`src/rtl/trig_pkg.sv`:
```
// Shared types and helpers for the trigger pulse path: FSM state encoding,
// default field widths and a saturating counter increment.
package trig_pkg;

    typedef enum logic [1:0] {
        IDLE   = 2'd0,
        DELAY  = 2'd1,
        ACTIVE = 2'd2,
        DEAD   = 2'd3
    } state_t;

    localparam int unsigned DEF_DLY_W  = 8;
    localparam int unsigned DEF_WID_W  = 8;
    localparam int unsigned DEF_DEAD_W = 8;
    localparam int unsigned DEF_CNT_W  = 16;

    // Increment v, holding at the all-ones value of a w-bit field (w <= 32).
    function automatic logic [31:0] sat_inc(input logic [31:0] v, input int unsigned w);
        logic [31:0] top;
        top = (w >= 32) ? '1 : ((32'd1 << w) - 32'd1);
        return (v >= top) ? top : v + 32'd1;
    endfunction

endpackage

```
`src/rtl/trig_edge_sync.sv`:
```
// Two-flop synchroniser for an asynchronous discriminator level, followed by
// a history flop so a rising level yields a single-cycle rise strobe.
module trig_edge_sync (
    input  logic clk,
    input  logic rst,
    input  logic async_in,
    output logic rise
);

    logic s1, s2, s3;

    always_ff @(posedge clk) begin
        if (rst) begin
            s1 <= 1'b0;
            s2 <= 1'b0;
            s3 <= 1'b0;
        end else begin
            s1 <= async_in;
            s2 <= s1;
            s3 <= s2;
        end
    end

    assign rise = s2 & ~s3;

endmodule

```
`src/rtl/trig_pulse_gen.sv`:
```
// Turns each rising edge of a raw discriminator level into one clock-aligned
// pulse with programmable delay, width and dead time; counts accepted/lost edges.
module trig_pulse_gen
    import trig_pkg::*;
#(
    parameter int unsigned DLY_W  = DEF_DLY_W,
    parameter int unsigned WID_W  = DEF_WID_W,
    parameter int unsigned DEAD_W = DEF_DEAD_W,
    parameter int unsigned CNT_W  = DEF_CNT_W
) (
    input  logic              clk,
    input  logic              rst,
    input  logic              trig_in,
    input  logic              enable,
    input  logic [DLY_W-1:0]  delay_cfg,
    input  logic [WID_W-1:0]  width_cfg,
    input  logic [DEAD_W-1:0] dead_cfg,
    output logic              pulse_out,
    output logic              busy,
    output logic [CNT_W-1:0]  trig_count,
    output logic [CNT_W-1:0]  lost_count
);

    // One down-counter serves all three timed phases, so it spans the widest field.
    localparam int unsigned CTR_W0 = (DLY_W > WID_W) ? DLY_W : WID_W;
    localparam int unsigned CTR_W  = (CTR_W0 > DEAD_W) ? CTR_W0 : DEAD_W;
    localparam logic [CTR_W-1:0] ONE = CTR_W'(1);

    function automatic logic [CTR_W-1:0] wid_load(input logic [WID_W-1:0] w);
        return (w == '0) ? ONE : CTR_W'(w);
    endfunction

    logic trig_edge;

    trig_edge_sync u_sync (
        .clk      (clk),
        .rst      (rst),
        .async_in (trig_in),
        .rise     (trig_edge)
    );

    state_t              state, state_n;
    logic [CTR_W-1:0]    ctr, ctr_n;
    logic [WID_W-1:0]    wid_r, wid_n;
    logic [DEAD_W-1:0]   dead_r, dead_n;
    logic                accept;
    logic                pulse_n, busy_n;
    logic [CNT_W-1:0]    trig_n, lost_n;

    always_ff @(posedge clk) begin
        if (rst) begin
            state      <= IDLE;
            ctr        <= '0;
            wid_r      <= '0;
            dead_r     <= '0;
            pulse_out  <= 1'b0;
            busy       <= 1'b0;
            trig_count <= '0;
            lost_count <= '0;
        end else begin
            state      <= state_n;
            ctr        <= ctr_n;
            wid_r      <= wid_n;
            dead_r     <= dead_n;
            pulse_out  <= pulse_n;
            busy       <= busy_n;
            trig_count <= trig_n;
            lost_count <= lost_n;
        end
    end

    always_comb begin
        state_n = state;
        ctr_n   = ctr;
        wid_n   = wid_r;
        dead_n  = dead_r;
        accept  = 1'b0;
        unique case (state)
            IDLE: begin
                if (trig_edge && enable) begin
                    accept = 1'b1;
                    wid_n  = width_cfg;
                    dead_n = dead_cfg;
                    if (delay_cfg == '0) begin
                        state_n = ACTIVE;
                        ctr_n   = wid_load(width_cfg);
                    end else begin
                        state_n = DELAY;
                        ctr_n   = CTR_W'(delay_cfg);
                    end
                end
            end
            DELAY: begin
                if (ctr == ONE) begin
                    state_n = ACTIVE;
                    ctr_n   = wid_load(wid_r);
                end else begin
                    ctr_n = ctr - ONE;
                end
            end
            ACTIVE: begin
                if (ctr == ONE) begin
                    if (dead_r == '0) begin
                        state_n = IDLE;
                        ctr_n   = '0;
                    end else begin
                        state_n = DEAD;
                        ctr_n   = CTR_W'(dead_r);
                    end
                end else begin
                    ctr_n = ctr - ONE;
                end
            end
            DEAD: begin
                if (ctr == ONE) begin
                    state_n = IDLE;
                    ctr_n   = '0;
                end else begin
                    ctr_n = ctr - ONE;
                end
            end
            default: begin
                state_n = IDLE;
                ctr_n   = '0;
            end
        endcase
    end

    // Outputs are derived from the next state so they register alongside it.
    always_comb begin
        pulse_n = (state_n == ACTIVE);
        busy_n  = (state_n != IDLE);
        trig_n  = trig_count;
        lost_n  = lost_count;
        if (accept) begin
            trig_n = CNT_W'(sat_inc(32'(trig_count), CNT_W));
        end
        if (trig_edge && (state != IDLE)) begin
            lost_n = CNT_W'(sat_inc(32'(lost_count), CNT_W));
        end
    end

endmodule
```
`config.mk`:
```
export PLATFORM = sky130hd
export DESIGN_NAME = trig_pulse_gen
export DESIGN_NICKNAME = d
export VERILOG_FILES = /design/src/rtl/trig_pkg.sv /design/src/rtl/trig_edge_sync.sv /design/src/rtl/trig_pulse_gen.sv
export SDC_FILE = /design/constraint.sdc
export NUM_CORES = 1
export LEC_CHECK = 0
export ABC_AREA = 1
export BUFFER_PORTS_ARGS = -buffer_cell sky130_fd_sc_hd__clkbuf_2
export CAP_MARGIN = 20
export CORE_MARGIN = 2
export CORE_UTILIZATION = 56
export DETAILED_ROUTE_END_ITERATION = 10
export GPL_TIMING_DRIVEN = 0
export HOLD_SLACK_MARGIN = 0.1
export PLACE_DENSITY_LB_ADDON = 0.05
export SLEW_MARGIN = 30
export SYNTH_ARGS = -nofsm -noshare
export SYNTH_HDL_FRONTEND = slang
export SYNTH_HIERARCHICAL = 1
export SYNTH_SLANG_ARGS = --single-unit
```
`constraint.sdc`:
```
create_clock -name clk -period 2.03 [get_ports clk]
set_clock_uncertainty 0.2 [all_clocks]
set_input_delay 0.3045 -clock clk [delete_from_list [all_inputs] [get_ports clk]]
set_output_delay 0.3045 -clock clk [all_outputs]
set_load 0.01 [all_outputs]
```
Word-level counts from Yosys, hierarchy flattened
Cells that the tools add are included.
{"block": "word_totals", "regBits": 63, "inputBits": 28, "out_inout_bits": 34, "word_cells": 54}
{"block": "classes", "addsub": 3, "n_lt_le_gt_ge": 2, "n_eq_ne": 6, "mux": 20, "n_bitwise": 2, "n_reduce_logical": 10}
{"cell": "two-way mux 8 bit", "count": 8}
{"cell": "adder 16 x 1 -> 16 bit (second input constant)", "count": 2}
{"cell": "greater-or-equal comparator 16 bit (second input constant)", "count": 2}
{"cell": "zero test 8 bit", "count": 4}
{"cell": "two-way mux 16 bit", "count": 2}
{"cell": "case mux 8 bit (4 select lines)", "count": 1}
{"cell": "two-way mux 2 bit", "count": 6}
{"cell": "== test 8 x 1 -> 1 bit (second input constant)", "count": 1}
{"cell": "case mux 2 bit (4 select lines)", "count": 1}
{"cell": "subtractor 8 x 1 -> 8 bit (second input constant)", "count": 1}
{"cell": "== test 2 bit (second input constant)", "count": 3}
{"cell": "nonzero test 2 bit", "count": 2}
{"cell": "== test 2 x 1 -> 1 bit (second input constant)", "count": 1}
{"cell": "logical AND 1 bit", "count": 2}
{"cell": "zero test 2 bit", "count": 1}
{"cell": "two-way mux 1 bit", "count": 2}
{"cell": "inequality test 2 bit (second input constant)", "count": 1}
{"cell": "AND reduction 2 bit", "count": 1}
{"cell": "AND 1 bit", "count": 1}
{"cell": "NOT 1 bit", "count": 1}

Logic depth before layout (Yosys ltp)
Gate-level depths: netlist of the first run.
{"block": "logic_depth", "ltp_word": 6, "mapped_depth": 11, "depth_no_buf": 11}

Hierarchy
The synthesis of the first run kept the hierarchy.
{"mod": "trig_pulse_gen", "n_inst": 1, "cells_per_inst": 508, "area_each_um2": 3464.6, "seq_area_each_um2": 1201.2}
{"mod": "trig_edge_sync", "n_inst": 1, "cells_per_inst": 10, "area_each_um2": 86.3, "seq_area_each_um2": 60.1}

Worst setup path after synthesis of the first run
No wires, ideal clock.
{"block": "synth_path", "path_type": "reg-to-reg", "start": "register u_sync.s2", "end": "register trig_count[10]", "setup_ps": 69, "t_arrival_ps": 1448, "required_ps": 1761, "path_slack_ps": 313, "path_stages_with_launch": 10, "path_buffers": 1, "period_less_slack_ps": 1717, "cell_sequence": "dfxtp_1 > inv_1 > nor2_1 > nand2_2 > nor2_4 > nand3_2 > clkinv_2 > nand4_4 > buf_6 > a21oi_2"}
{"block": "synth_between", "elab_chain_len": 4}
{"element": "start, declared", "line_no": "trig_edge_sync.sv:10", "rtl": "logic s1, s2, s3;"}
{"element": "start signal, assigned", "line_no": "trig_edge_sync.sv:15", "rtl": "s2 <= 1'b0;"}
{"element": "start signal, assigned", "line_no": "trig_edge_sync.sv:19", "rtl": "s2 <= s1;"}
{"element": "AND 1 bit", "line_no": "trig_edge_sync.sv:24", "rtl": "assign rise = s2 & ~s3;"}
{"element": "via trig_edge", "line_no": "trig_pulse_gen.sv:33", "rtl": "logic trig_edge;"}
{"element": "logical AND 1 bit", "line_no": "trig_pulse_gen.sv:80", "rtl": "if (trig_edge && enable) begin"}
{"element": "two-way mux 1 bit", "line_no": "trig_pulse_gen.sv:80"}
{"element": "two-way mux 1 bit", "line_no": "trig_pulse_gen.sv:78", "rtl": "unique case (state)"}
{"element": "end signal, assigned", "line_no": "trig_pulse_gen.sv:67", "rtl": "trig_count <= trig_n;"}
{"element": "end, declared", "line_no": "trig_pulse_gen.sv:20", "rtl": "output logic [CNT_W-1:0] trig_count,"}
The timed path passes the listed nets, and every way through them passes these cells.
A chain may end at the register's enable or synchronous reset.

Worst setup path after layout of the first run
{"block": "layout_path", "start": "register state[1]", "end": "register lost_count[13]"}
{"block": "layout_between", "elab_chain_len": 2}
{"element": "start, declared", "line_no": "trig_pulse_gen.sv:42", "rtl": "state_t state, state_n;"}
{"element": "start signal, assigned", "line_no": "trig_pulse_gen.sv:61", "rtl": "state <= state_n;"}
{"element": "nonzero test 2 bit", "line_no": "trig_pulse_gen.sv:138", "rtl": "if (trig_edge && (state != IDLE)) begin"}
{"element": "logical AND 1 bit", "line_no": "trig_pulse_gen.sv:138"}
{"element": "end signal, assigned", "line_no": "trig_pulse_gen.sv:68", "rtl": "lost_count <= lost_n;"}
{"element": "end, declared", "line_no": "trig_pulse_gen.sv:21", "rtl": "output logic [CNT_W-1:0] lost_count"}
Every way passes these cells.

==> flow_metrics.env, run 1 <==
export IMPL_worst_slack_ps=190
export IMPL_critPathKind="flop to flop"
export IMPL_timing_final_crit_period_ps=1840
export IMPL_place_gp_congestion=0.894
export IMPL_cp_max_fo=9
export IMPL_rsz0062_at_grt="false"
export IMPL_clockBufferDepth=2
export IMPL_grt_max_degree=11
export IMPL_die_width_um=83.6
export IMPL_crit_chain="inv_2, nand2_4, nand2_4, nor2_4, nand3_1, o21ai_0, nand3_1, nand2_1, inv_1"
export IMPL_antenna_found_initial=0
export IMPL_drc=0
export IMPL_ys_ff_latch=63
export IMPL_yosysTopAreaCell="dfxtp_1"
export IMPL_yosysSeqAreaShare_pct=35.5
export IMPL_cts_made_buffers=9
export IMPL_numPortBuffers=61
export IMPL_powerDensity_nw_per_um2=623
export IMPL_wl_per_cell_um=13.1
export IMPL_required_ps=2070
export IMPL_worstSetupEndpointType="flop"
export IMPL_worst_setup_path_start_kind="flop"
export IMPL_io_pins=62
export IMPL_clk_latency_ps=340
export IMPL_grt_usage_pct=25.8
export IMPL_core_um2=6240
export IMPL_cts_sinks=63
export IMPL_first_global_vias=3284
export IMPL_report_final_slew_viol_count=0
export IMPL_start_util_pct=56.9
export IMPL_worstPathArrival_ps=1880
export IMPL_synthTopCellsByArea="dfxtp_1 (36%), nand2_1 (10%), nor2_1 (8.0%), inv_1 (7.9%), nand3_1 (4.9%)"
export IMPL_leakage_nw=2.02
export IMPL_critical_path_top_delay_family="simple AND/OR/NAND/NOR gates"
export IMPL_drtAntennaViolNets=0
export IMPL_drive_gt1_share_pct=20.1
export IMPL_hold_path_class="input port to flop"
export IMPL_finalHoldViolCount=0
export IMPL_synth_fp_nets=550
export IMPL_die_h_um=83.6
export IMPL_worst_pin_slew_ps=647
export IMPL_clockRootBuffer="clkbuf_8"
export IMPL_clk_pin_slew_ps=70
export IMPL_grt_first_pass_wirelength_um=14700
export IMPL_layout_common_cells="nand2_1 (99), inv_1 (75), nor2_1 (75)"
export IMPL_cts_tree="built"
export IMPL_dieArea_um2=6990
export IMPL_vias_per_cell=5.33
export IMPL_multiInputGateArea_um2=1910
export IMPL_reg2reg_slack_ps=190
export IMPL_wl_met2_um=4330
export IMPL_maxUsedRoutingLayer="met4"
export IMPL_h_tree_depth=3
export IMPL_cp_buffers_inverters=2
export IMPL_fin_tns_setup_ps=0
export IMPL_nNetsFinal=634
export IMPL_status="completed"
export IMPL_num_vias=3641
export IMPL_maxCapViolCount=0
export IMPL_final_common_cell="nand2_1"
export IMPL_regArea_um2=1260
export IMPL_dr_pass1_iters=5
export IMPL_synth_cell_types=38
export IMPL_ys_warn_count=6
export IMPL_syn_to_final_growth_pct=20.3
export IMPL_relSlewSlack_pct=56.8
export IMPL_peakVddDrop_mv=0.599
export IMPL_synth_area_um2=3550
export IMPL_fmax_mhz=543
export IMPL_cpMaxStageDelayCell="dfxtp_1"
export IMPL_dp_hpwl_um=6490
export IMPL_wl_met3_um=470
export IMPL_dp_slack_ps=76.0
export IMPL_synthCells=518
export IMPL_num_antenna_cells=0
export IMPL_num_rows=29
export IMPL_wirelength_um=8960
export IMPL_fillers=566
export IMPL_slowest_delay_ps=440
export IMPL_grt_overflow=0
export IMPL_wl_met1_um=4000
export IMPL_post_cts_buffers=0
export IMPL_syn_area_per_cell_um2=6.86
export IMPL_drt_iter0_markers=216
export IMPL_fin_crit_sh_pct=90.7
export IMPL_synth_top_area_share_pct=35.5
export IMPL_setup_violations=0
tightest hold or removal path, stage by stage:
cell and delay, ps:
clkbuf_2 80, inv_1 60, nor2_1 70, inv_1 70, a21oi_1 50
kinds of logic (layout without fill, tap and decap cells):
kind of cell    after synthesis  in the layout  synth area share [%]
buf+inv                      92            180                  10.9
xor+xnor                     14             14                  3.45
compound gates               91             91                  15.0
fa+ha+maj                     4              4                  1.41
simple gates                254            254                  33.8
flops                        63             63                  35.5
power by group:
group          internal [mW]  switching, mW  total (mW)
sequential              1.26         0.0161        1.28
clock                  0.621          0.487        1.11
combinational          0.113          0.164       0.277
total                   1.99          0.667        2.66
timing repair:
| action | CTS | global route |
|---|---|---|
| hold buffers | 12 | 0 |
| endpoints found under the hold margin | 12 | 0 |
| gates resized for setup | 0 | 2 |
| setup endpoints to repair | 0 | 15 |
synthesized netlist by cell type, drive strengths merged:
cell,number
nand2,105
nor2,86
inv,77
dfxtp,63
a21oi,41
nand3,38
o21ai,26
nand4,12
buf,9
nor3,9
o22ai,8
xor2,8
xnor2,6
a31oi,5
o21a,5
clkbuf,4
ha,4
o211ai,4
nand3b,2
o21bai,2
clkinv,1
dlygate4sd1,1
nor4,1
or2,1
per-stage QoR:
stage	power, mW	hold WS (ps)	cells	area [um2]	util, %
floorplan	1.48	176	518	3550	-
global placement	1.55	191	656	3950	63.3
detailed placement	1.56	210	656	3950	63.3
CTS	2.67	120	683	4270	68.4
global route	2.75	147	683	4270	68.5
finish	2.66	129	683	4270	68.5
cell type report:
| cell class | count | area share (%) |
|---|---|---|
| clock buffer | 11 | 3.54 |
| clock inverter | 4 | 1.05 |
| multi-input combinational | 363 | 44.6 |
| buffer | 14 | 2.17 |
| inverter | 78 | 6.88 |
| tap | 77 | 2.25 |
| sequential | 63 | 29.5 |
| timing repair buffer | 73 | 9.96 |
path summary, 6_finish.rpt:
check,startpoint,endpoint,cells after the start
max,state[1]$_SDFF_PP0_,lost_count[13]$_SDFFE_PP0P_,9
min,width_cfg[5],wid_r[5]$_SDFFE_PP0P_,5
max reg2reg,state[1]$_SDFF_PP0_,lost_count[13]$_SDFFE_PP0P_,9
min reg2reg,u_sync/s1$_SDFF_PP0_,u_sync/s2$_SDFF_PP0_,2
per-layer routing:
metal  vias up  global-route usage, %
li1       1847                      -
met3        17                   4.55
met5         -                      0
met4         0                   8.94
met2       116                   44.5
met1      1661                   32.4
flip-flops by register name (all words and copies together), names as in the netlist:
register,cells
lost_count,16
trig_count,16
ctr,8
dead_r,8
wid_r,8
state,2
busy,1
pulse_out,1
u_sync/s1,1
u_sync/s2,1
u_sync/s3,1
Note: power is estimated with default switching activity, not from simulation.
==> run 2, diff against run 1 <==
--- a/config.mk
+++ b/config.mk
@@ -13,7 +13,8 @@
 export DETAILED_ROUTE_END_ITERATION = 10
 export GPL_TIMING_DRIVEN = 0
 export HOLD_SLACK_MARGIN = 0.1
-export PLACE_DENSITY_LB_ADDON = 0.05
+export PLACE_DENSITY = 0.8
+export SETUP_SLACK_MARGIN = 0.05
 export SLEW_MARGIN = 30
 export SYNTH_ARGS = -nofsm -noshare
 export SYNTH_HDL_FRONTEND = slang
==> run 2 against run 1 <==
Net effect:
- register-to-register slack barely moved
- largest cell class unchanged
- final cell count grew 0.15%
- largest power group unchanged
- maximum frequency is 0.74% higher
- critical path depth grew 2
- utilization grew 0.18 points
- highest routed layer unchanged
- flip-flop and latch count did not move
- clock-buffer cell count is 1 lower
- die area is the same
- design area is 0.26% higher
- worst hold slack better by 23 ps
==> flow_metrics.env, run 2 (same netlist as run 1, synthesis figures left out) <==
export IMPL_status="completed"
export IMPL_die_h_um=83.6
export IMPL_layout_common_cells="nand2_1 (99), inv_1 (75), nor2_1 (75)"
export IMPL_drtAntennaViolNets=0
export IMPL_drc=0
export IMPL_hp_start="width_cfg[5]"
export IMPL_cts_made_buffers=9
export IMPL_cpMaxStageDelayCell="dfxtp_1"
export IMPL_report_final_slew_viol_count=0
export IMPL_hold_path_class="input port to flop"
export IMPL_reg2reg_slack_ps=200
export IMPL_multiInputGateArea_um2=1910
export IMPL_holdPathEnd="wid_r[5]$_SDFFE_PP0P_"
export IMPL_num_vias=3616
export IMPL_worstPathArrival_ps=1930
export IMPL_required_ps=2140
export IMPL_final_area_um2=4280
export IMPL_final_common_cell="nand2_1"
export IMPL_leakage_nw=2.01
export IMPL_grt_first_pass_wirelength_um=14800
export IMPL_grt_max_degree=13
export IMPL_dr_pass1_iters=8
export IMPL_wl_per_cell_um=13.0
export IMPL_maxCapViolCount=0
export IMPL_num_antenna_cells=0
export IMPL_worstSetupEndpointType="flop"
export IMPL_reg_top3="lost_count x16, trig_count x16"
export IMPL_peakVddDrop_mv=0.460
export IMPL_fin_crit_sh_pct=90.0
export IMPL_grt_overflow=0
export IMPL_first_global_vias=3329
export IMPL_dp_cells=656
export IMPL_clk_latency_ps=360
export IMPL_dpl_cell_area_um2=3950
export IMPL_p_total_mw=2.71
export IMPL_worst_setup_path_start_kind="flop"
export IMPL_wirelength_um=8900
export IMPL_clockBufferDepth=2
export IMPL_grt_usage_pct=26.1
export IMPL_worst_pin_slew_ps=608
export IMPL_clk_pin_slew_ps=80
export IMPL_relSlewSlack_pct=59.5
export IMPL_core_um2=6240
export IMPL_num_rows=29
export IMPL_r2r_end="lost_count[15]$_SDFFE_PP0P_"
export IMPL_dieArea_um2=6990
export IMPL_antenna_found_initial=0
export IMPL_dp_hpwl_um=6440
export IMPL_fin_tns_setup_ps=0
export IMPL_cp_max_fo=5
export IMPL_crit_chain="ha_1, inv_1, nor2_1, nand2_1, nor2_4, nand2_4, nor2_4, nand2_2, nand3_2, nand2_1, inv_1"
export IMPL_clockRootBuffer="clkbuf_8"
export IMPL_drt_iter0_markers=235
export IMPL_vias_per_cell=5.29
export IMPL_slowest_delay_ps=430
export IMPL_cts_sinks=63
export IMPL_die_width_um=83.6
export IMPL_drive_gt1_share_pct=20.3
export IMPL_dp_slack_ps=118
export IMPL_syn_to_final_growth_pct=20.6
export IMPL_cts_tree="built"
export IMPL_nNetsFinal=634
export IMPL_regArea_um2=1260
export IMPL_numPortBuffers=61
export IMPL_h_tree_depth=3
export IMPL_powerDensity_nw_per_um2=632
export IMPL_worst_slack_ps=203
export IMPL_fmax_mhz=547
export IMPL_finalHoldViolCount=0
export IMPL_timing_final_crit_period_ps=1830
export IMPL_instances_no_fill=684
export IMPL_rsz0062_at_grt="false"
export IMPL_io_pins=62
export IMPL_regToRegStartpoint="lost_count[0]$_SDFFE_PP0P_"
export IMPL_setup_violations=0
export IMPL_place_gp_congestion=0.903
export IMPL_whs_path_depth=5
export IMPL_reg2reg_depth=11
export IMPL_start_util_pct=56.9
export IMPL_fillers=551
export IMPL_critPathKind="flop to flop"
## run 2: changes by cell type in the layout (fill, tap and decap cells not counted), sizes merged
cell / change
clkinv: -1
clkbuf: -1
clkinvlp: +3
## run 2: report_power, final
group          switching [mW]  total (mW)  internal [mW]
clock                   0.556        1.16          0.604
combinational           0.162       0.274          0.113
sequential             0.0156        1.27           1.26
total                   0.733        2.71           1.98
## run 2: critical path, delay by kind of cell (launching register included)
kind,cells,cell delay (ps)
adders and majority gates,1,200
buffers and inverters,2,90
DFF,1,430
and+or+nand+nor,8,870
## run 2: what timing repair did
action	in CTS	in global routing
endpoints found under the setup margin	0	32
resized for setup	0	2
hold buffers	12	0
endpoints found under the hold margin	13	0
setup buffers	0	0
## run 2: per-stage QoR
| step | hold slack [ps] | util [%] |
|---|---|---|
| 2_1_floorplan | 176 | - |
| 3_3_place_gp | 190 | 63.3 |
| 3_5_place_dp | 199 | 63.3 |
| 4_1_cts | 139 | 68.6 |
| 5_1_grt | 179 | 68.6 |
| 6_report | 152 | 68.6 |
## run 2: layout make-up
| cell class | instances | area share (%) |
|---|---|---|
| tap | 77 | 2.25 |
| clock inverter | 6 | 1.64 |
| clock buffer | 10 | 3.21 |
| multi-input combinational | 363 | 44.5 |
| sequential | 63 | 29.4 |
| timing repair buffer | 73 | 9.93 |
| inverter | 78 | 6.86 |
| buffer | 14 | 2.16 |
## run 2: layer usage
| metal | GRT usage (%) | wire length (um) |
|---|---|---|
| met5 | 0 | 0 |
| met1 | 33.7 | 3960 |
| met2 | 42.2 | 4270 |
| met3 | 4.65 | 442 |
| met4 | 12.3 | 222 |
## run 2: how the worst max path moves through the flow
stage / start / to / slack [ps] / cells after the start
3_5_place_dp: u_sync/s2$_SDFF_PP0_ / trig_count[1]$_SDFFE_PP0P_ / 120 / 7
3_3_place_gp: u_sync/s2$_SDFF_PP0_ / trig_count[8]$_SDFFE_PP0P_ / 150 / 9
5_1_grt: lost_count[0]$_SDFFE_PP0P_ / lost_count[14]$_SDFFE_PP0P_ / 60 / 11
4_1_cts: u_sync/s2$_SDFF_PP0_ / trig_count[5]$_SDFFE_PP0P_ / 100 / 9
2_1_floorplan: u_sync/s2$_SDFF_PP0_ / trig_count[10]$_SDFFE_PP0P_ / 310 / 9
6_report: lost_count[0]$_SDFFE_PP0P_ / lost_count[15]$_SDFFE_PP0P_ / 200 / 11
==> run 3, diff against run 2 <==
--- a/config.mk
+++ b/config.mk
@@ -8,7 +8,7 @@
 export ABC_AREA = 1
 export BUFFER_PORTS_ARGS = -buffer_cell sky130_fd_sc_hd__clkbuf_2
 export CAP_MARGIN = 20
-export CORE_MARGIN = 2
+export CORE_MARGIN = 3
 export CORE_UTILIZATION = 56
 export DETAILED_ROUTE_END_ITERATION = 10
 export GPL_TIMING_DRIVEN = 0
==> run 3 against run 2 <==
Net effect:
- die area is 4.8% higher
- first-iteration DRC count is 1.7% lower
- routed wire length is 2.7% higher
- design area is 0.44% higher
- clock power is 7% higher
- sequential share of layout area is 0.13 points lower
- critical endpoint is now trig_count[9]$_SDFFE_PP0P_
- highest routed layer unchanged
==> flow_metrics.env, run 3 (same netlist as run 1, synthesis figures left out) <==
export IMPL_h_tree_depth=3
export IMPL_slowest_delay_ps=310
export IMPL_grt_max_degree=13
export IMPL_cp_max_fo=10
export IMPL_grt_overflow=0
export IMPL_clkPwrFrac_pct=44.4
export IMPL_peakVddDrop_mv=0.457
export IMPL_instances_no_fill=682
export IMPL_worstSetupEndpointType="flop"
export IMPL_drtAntennaViolNets=0
export IMPL_dp_cells=654
export IMPL_switching_share_pct=25.9
export IMPL_fin_tns_setup_ps=0
export IMPL_drc=0
export IMPL_cts_made_buffers=9
export IMPL_layout_common_cells="nand2_1 (99), inv_1 (75), nor2_1 (74)"
export IMPL_power_frac_comb_pct=9.8
export IMPL_relSlewSlack_pct=59.1
export IMPL_grt_first_pass_wirelength_um=15500
export IMPL_worstPathArrival_ps=1840
export IMPL_cp_common_cell="nand2_1"
export IMPL_numPortBuffers=61
export IMPL_die_width_um=85.6
export IMPL_fmax_mhz=546
export IMPL_antenna_found_initial=0
export IMPL_post_cts_buffers=0
export IMPL_dieArea_um2=7330
export IMPL_drt_iter0_markers=231
export IMPL_num_antenna_cells=0
export IMPL_dp_hpwl_um=6490
export IMPL_setup_violations=0
export IMPL_clk_latency_ps=350
export IMPL_num_rows=28
export IMPL_dr_pass1_iters=5
export IMPL_worst_slack_ps=199
export IMPL_wirelength_um=9140
export IMPL_report_final_slew_viol_count=0
export IMPL_start_util_pct=58.9
export IMPL_vias_per_cell=5.34
export IMPL_drive_gt1_share_pct=20.4
export IMPL_powerDensity_nw_per_um2=647
export IMPL_maxCapViolCount=0
export IMPL_io_pins=62
export IMPL_p_seq_share_pct=45.8
export IMPL_clockBufferDepth=2
export IMPL_cts_sinks=63
export IMPL_worst_setup_path_start_kind="flop"
export IMPL_final_util_pct=71.4
export IMPL_core_um2=6030
export IMPL_crit_chain="buf_6, nor2_4, nand3_2, nor2_2, nand2_1, inv_1, nand3_1, nand2_1, a21oi_1"
export IMPL_final_common_cell="nand2_1"
export IMPL_critPathKind="flop to flop"
export IMPL_timing_final_crit_period_ps=1830
export IMPL_die_h_um=85.6
export IMPL_wl_per_cell_um=13.4
export IMPL_p_switching_mw=0.720
export IMPL_hold_path_class="input port to flop"
export IMPL_dp_slack_ps=113
export IMPL_first_global_vias=3439
export IMPL_syn_to_final_growth_pct=21.2
export IMPL_required_ps=2040
export IMPL_internal_power_mw=2.06
export IMPL_clk_pin_slew_ps=80
export IMPL_num_vias=3640
export IMPL_cpMaxStageDelayCell="dfxtp_1"
export IMPL_finalHoldViolCount=0
export IMPL_grt_usage_pct=26.6
export IMPL_nNetsFinal=634
export IMPL_leakage_nw=2.02
export IMPL_clockRootBuffer="clkbuf_8"
export IMPL_fin_crit_sh_pct=90.2
export IMPL_rsz0062_at_grt="true"
export IMPL_reg_top3="lost_count x16, trig_count x16"
export IMPL_cts_tree="built"
export IMPL_status="completed"
export IMPL_worst_pin_slew_ps=614
export IMPL_place_gp_congestion=0.908
run 3: layout make-up:
| cell class | count | area, um2 |
|---|---|---|
| buffer | 14 | 92.6 |
| clock buffer | 9 | 124 |
| clock inverter | 7 | 97.6 |
| fill | 484 | 1720 |
| inverter | 78 | 294 |
| multi-input combinational | 363 | 1910 |
| sequential | 63 | 1260 |
| tap | 75 | 93.8 |
| timing repair buffer | 73 | 425 |
run 3: final timing paths:
path / slack, ps / cells after the start / start / endpoint
worst max-delay path: 200 / 9 / state[0]$_SDFF_PP0_ / trig_count[9]$_SDFFE_PP0P_
worst min-delay path: 120 / 5 / width_cfg[5] / wid_r[5]$_SDFFE_PP0P_
worst max register to register: 200 / 9 / state[0]$_SDFF_PP0_ / trig_count[9]$_SDFFE_PP0P_
worst min register to register: 200 / 2 / u_sync/s1$_SDFF_PP0_ / u_sync/s2$_SDFF_PP0_
run 3: power groups by stage:
stage / registers, mW / logic, mW / clock network [mW]
finish: 1.27 / 0.272 / 1.24
CTS: 1.27 / 0.267 / 1.24
detailed placement: 1.30 / 0.247 / 0
floorplan: 1.30 / 0.177 / 0
global placement: 1.30 / 0.243 / 0
global route: 1.28 / 0.303 / 1.30
run 3: timing repair:
item	in CTS	in global routing
hold buffers	12	0
endpoints found under the setup margin	0	39
resized for setup	0	4
hold endpoints to repair	14	0
run 3: stage by stage:
stage	hold slack (ps)	instance area (um2)	total power, mW
5_1_grt	131	4300	2.88
2_1_floorplan	176	3550	1.48
4_1_cts	101	4290	2.78
3_5_place_dp	192	3950	1.55
3_3_place_gp	196	3950	1.55
6_report	117	4300	2.78
run 3: per-layer routing:
metal  global-route usage (%)  vias up  routed length, um
li1                         -     1833                  -
met1                     33.2     1668               3990
met2                     44.3      109               4380
met3                     4.80       30                518
met4                     12.5        0                259
met5                        0        -                  0
run 3: worst max-delay path, delay by kind of cell (launching register included):
kind	cells	cell delay (ps)
buffers and inverters	2	280
AO/OA/AOI/OAI	1	60
AND/OR/NAND/NOR	6	830
flip-flops	1	310
